<file path="src/rtl/rf_wb_arbiter.sv">
// Writeback arbiter for the register file's single write port: round-robin
// between ALU (A) and LSU (B), one registered stage, x0 drop, two forwarding lookups.
module rf_wb_arbiter #(
  parameter int XLEN        = 32,
  parameter int RFIDX_WIDTH = 5,
  parameter int CNT_WIDTH   = 16
) (
  input  logic                   clk,
  input  logic                   reset,
  input  logic                   hold,
  input  logic                   a_valid,
  input  logic [RFIDX_WIDTH-1:0] a_idx,
  input  logic [XLEN-1:0]        a_data,
  output logic                   a_ready,
  input  logic                   b_valid,
  input  logic [RFIDX_WIDTH-1:0] b_idx,
  input  logic [XLEN-1:0]        b_data,
  output logic                   b_ready,
  output logic                   we3,
  output logic [RFIDX_WIDTH-1:0] wa3,
  output logic [XLEN-1:0]        wd3,
  input  logic [RFIDX_WIDTH-1:0] fwd_idx1,
  output logic                   fwd_hit1,
  output logic [XLEN-1:0]        fwd_data1,
  input  logic [RFIDX_WIDTH-1:0] fwd_idx2,
  output logic                   fwd_hit2,
  output logic [XLEN-1:0]        fwd_data2,
  output logic [CNT_WIDTH-1:0]   wr_count
);

  logic                   r_last_b;
  logic                   r_we3;
  logic [RFIDX_WIDTH-1:0] r_wa3;
  logic [XLEN-1:0]        r_wd3;
  logic [CNT_WIDTH-1:0]   r_cnt;

  logic                   w_gnt_a;
  logic                   w_gnt_b;
  logic                   w_gnt;
  logic [RFIDX_WIDTH-1:0] w_idx;
  logic [XLEN-1:0]        w_data;

  // On a tie the requester that did not win last time goes first.
  assign w_gnt_a = !hold && a_valid && (!b_valid ||  r_last_b);
  assign w_gnt_b = !hold && b_valid && (!a_valid || !r_last_b);
  assign w_gnt   = w_gnt_a || w_gnt_b;
  assign w_idx   = w_gnt_a ? a_idx  : b_idx;
  assign w_data  = w_gnt_a ? a_data : b_data;

  assign a_ready = w_gnt_a;
  assign b_ready = w_gnt_b;

  always_ff @(posedge clk) begin
    if (reset) begin
      r_last_b <= 1'b1;
      r_we3    <= 1'b0;
      r_wa3    <= '0;
      r_wd3    <= '0;
      r_cnt    <= '0;
    end else begin
      if (w_gnt) begin
        r_last_b <= w_gnt_b;
        r_wa3    <= w_idx;
        r_wd3    <= w_data;
      end
      // x0 writes are accepted but never reach the register file.
      r_we3 <= w_gnt && (w_idx != '0);
      if (r_we3) r_cnt <= r_cnt + 1'b1;
    end
  end

  assign we3      = r_we3;
  assign wa3      = r_wa3;
  assign wd3      = r_wd3;
  assign wr_count = r_cnt;

  assign fwd_hit1  = r_we3 && (r_wa3 == fwd_idx1) && (fwd_idx1 != '0);
  assign fwd_data1 = fwd_hit1 ? r_wd3 : '0;
  assign fwd_hit2  = r_we3 && (r_wa3 == fwd_idx2) && (fwd_idx2 != '0);
  assign fwd_data2 = fwd_hit2 ? r_wd3 : '0;

endmodule

</file>
<file path="config.mk">
export PLATFORM = sky130hd
export DESIGN_NAME = rf_wb_arbiter
export DESIGN_NICKNAME = d
export VERILOG_FILES = /design/src/rtl/rf_wb_arbiter.sv
export SDC_FILE = /design/constraint.sdc
export NUM_CORES = 1
export LEC_CHECK = 0
export CAP_MARGIN = 15
export CORE_MARGIN = 1
export CORE_UTILIZATION = 37
export CTS_BUF_LIST = sky130_fd_sc_hd__clkbuf_4 sky130_fd_sc_hd__clkbuf_8
export DETAILED_ROUTE_END_ITERATION = 8
export PLACE_DENSITY = 0.89
export SYNTH_ARGS = -nofsm -noshare
export SYNTH_HDL_FRONTEND = slang
export SYNTH_SLANG_ARGS = --single-unit
</file>
<file path="constraint.sdc">
create_clock -name clk -period 1.8 [get_ports clk]
set_input_delay 0.18 -clock clk [delete_from_list [all_inputs] [get_ports clk]]
set_output_delay 0.18 -clock clk [all_outputs]
set_load 0.02 [all_outputs]
</file>
==> out/results.tsv <==
metric	value	unit
status	complete, but fails checks	
violations	setup timing	
clockRootBuffer	clkbuf_8	
p_int	2.19	mW
peakVddDrop	0.360	mV
grt_max_degree	76	
place_inst	663	
detailed_place_hpwl	7.75	mm
synth_area	3090	sq um
ys_ff_latch	55	
worst_ep_arrival_time	1.96	ns
drive_gt1_share	32.0	%
period_needed	2.14	ns
layout.cells.non_filler	683	
grt_usage	24.1	%
ys_types	33	
tightest_slew	0.374	ns
combinationalPowerShare	26.6	%
slew_headroom	74.8	%
synth_warnings	0	
drc	0	
drt-initial-drc-count	96	
fin_worst_skew	0.00630	ns
cts.sinks	55	
numCtsBuffers	5	
p_sw	0.828	mW
endpoint_kind	primary output	
power.total	3.02	mW
final_nets	670	
gr-max-usage-layer	met2	
critPathRequiredTime	1.62	ns
drv_cap	0	
p_clk_share	28.0	%
chipHeight	93.4	um
totalNegativeSetupSlack	-19.62	ns
postSynthAreaPerCell	8.68	sq um
dieWidth	93.4	um
grt.met2_usage	46.0	%
antenna_found_initial	0	
switching_share	27.4	%
synthCells	356	
ant_nets	0	
grt_remaining_overflow	0	
grt_use_met1	28.5	%
routedWlPerCell	17.7	um
crit_type	flip-flop to primary output	
pwr-share-seq	45.4	%
dieArea	8730	sq um
setup_ws	-0.340	ns
hold_violations	0	
grt_pass1_vias	3264	
clock_path_buffers	2	
max_freq	0.467	GHz
rows	32	
ys_seq_area_share	35.6	%
vias	3478	
worstPathMaxFanout	9	
setup_violations	66	
timing.final.crit_share	119	%
via_per_inst	5.09	
final_core_util	75.8	%
drv_slew	0	
powerDensity	505	nW/um^2
htreeDepth	2	
diodes	0	
hold_ws	0.260	ns
postSynthNetCount	446	
start_util	39.2	%
grt_util_met3	4.39	%
area_growth	93.4	%
drt_pass1_iterations	4	
clk_pin_slew_worst_paths	0.10	ns
clock_latency	0.31	ns
portBuffers	210	
globalplace.congestion	0.873	
hp-class	input port to flip-flop	
cts_tree	done	
wl	12.1	mm
grt_pass1_wl	16.5	mm
pin_count	211	
rsz0062_at_grt	yes	
cp-start-kind	flip-flop	
core	7890	sq um
p_leak	2.60	nW
## power by group through the flow
stage	Sequential [mW]	Combinational (mW)	Clock (mW)
3_5_place_dp	1.39	0.769	0
2_1_floorplan	1.46	0.263	0
4_1_cts	1.36	0.778	0.869
5_1_grt	1.39	0.854	0.921
3_3_place_gp	1.39	0.753	0
6_report	1.37	0.802	0.846
## path summary, 6_finish.rpt
| path | from | endpoint | slack, ns | cells after the start |
|---|---|---|---|---|
| max | wa3[1]$_SDFFE_PP0P_ | fwd_data2[17] | -0.34 | 8 |
| min | reset | wr_count[14]$_SDFFE_PP0P_ | 0.26 | 3 |
| min reg2reg | r_last_b$_SDFFE_PP1P_ | r_last_b$_SDFFE_PP1P_ | 0.54 | 1 |
| max reg2reg | we3$_SDFF_PP0_ | wr_count[12]$_SDFFE_PP0P_ | 0.17 | 5 |
## cells in the final DEF, fill, tap and decap left out, types with 2 or more instances in the layout
master,n
xnor2_2,4
xnor2_1,8
and2_4,57
xor2_1,6
a211oi_1,37
nor2b_1,4
nor2_1,55
a21oi_1,3
dfxtp_1,50
clkdlybuf4s50_1,141
clkbuf_8,6
buf_16,2
inv_1,3
nand3_1,7
clkbuf_16,3
and4_1,2
a211oi_4,2
or4_1,2
buf_6,68
buf_4,21
buf_12,5
dfxtp_2,3
nand2b_1,3
and2_1,7
nand4_1,6
or3_4,2
mux2i_1,38
nand2_1,9
dfxtp_4,2
mux2_2,3
nor3_1,5
## metal layers
layer  part of all wire, %  wire length (um)  vias to the layer above
met5                     0                 0                        -
met4                  0.65                78                        0
met3                   6.3               760                        6
met2                    53              6360                      167
met1                    40              4880                     1632
li1                      -                 -                     1673
## worst max-delay path, stage by stage (launching register included)
cell      delay, ns
dfxtp_4        0.37
buf_4          0.14
xnor2_2        0.17
nand3_2        0.11
a211oi_4       0.27
buf_6          0.17
buf_12         0.14
and2_1         0.16
buf_6          0.12
## repair_timing
item / 4_1_cts / 5_1_grt
setup buffers: 3 / 3
hold buffers: 0 / 0
gates resized for setup: 371 / 99
endpoints found under the setup margin: 67 / 67
cloned: 2 / 4
pin swaps: 1 / 5
## cell type report
class,instances,area [sq um]
Clock buffer,6,82.6
Clock inverter,2,35.0
Fill cell,532,1910
Inverter,3,11.3
Multi-Input combinational cell,272,2020
Sequential cell,55,1110
Tap cell,102,128
Timing Repair Buffer,243,2590
## Yosys cell counts
cell / number / area share [%]
dfxtp_1: 55 / 36
or3_4: 2 / 0.73
nor4_1: 2 / 0.40
xnor2_1: 12 / 3.4
inv_1: 3 / 0.36
nand2_1: 9 / 1.1
nand3_1: 8 / 1.3
ha_1: 1 / 0.40
nor4bb_1: 1 / 0.32
or3_1: 1 / 0.20
nor3_1: 5 / 0.81
nor2_1: 56 / 6.8
a21o_1: 1 / 0.24
mux2i_1: 38 / 12
buf_6: 6 / 2.2
and3_1: 1 / 0.20
nand2b_1: 3 / 0.61
buf_2: 7 / 1.1
and2_1: 64 / 13
and4_1: 2 / 0.57
xor2_1: 6 / 1.7
nor2b_1: 4 / 0.81
clkbuf_1: 11 / 1.3
or4_1: 2 / 0.49
buf_1: 2 / 0.24
a211oi_4: 2 / 1.3
nand4_1: 6 / 1.2
a211o_1: 1 / 0.28
a21oi_1: 3 / 0.49
o21ai_0: 1 / 0.16
a211oi_1: 37 / 9.0
mux2_2: 3 / 1.1
a31o_2: 1 / 0.28
## through the flow
step,worst slack [ns],instance area (sq um)
after floorplan,0.0481,3100
after global placement,-0.571,5370
after detailed placement,-0.616,5370
after CTS,-0.352,5560
after global routing,-0.419,5980
final,-0.340,5980
## state kept, by name (all words and copies together), names as in the netlist
signal    count
r_last_b      1
wa3           5
wd3          32
we3           1
wr_count     16
## cell families after synthesis
logic type	share of synthesized area, %
AOI/OAI and AO/OA	11.7
and+or+nand+nor	28.5
xor gates and xnor gates	5.10
DFF	35.6
adders and majority gates	0.405
muxes	13.4
buffers and inverters	5.26
Note: power is estimated with default switching activity, not from simulation.
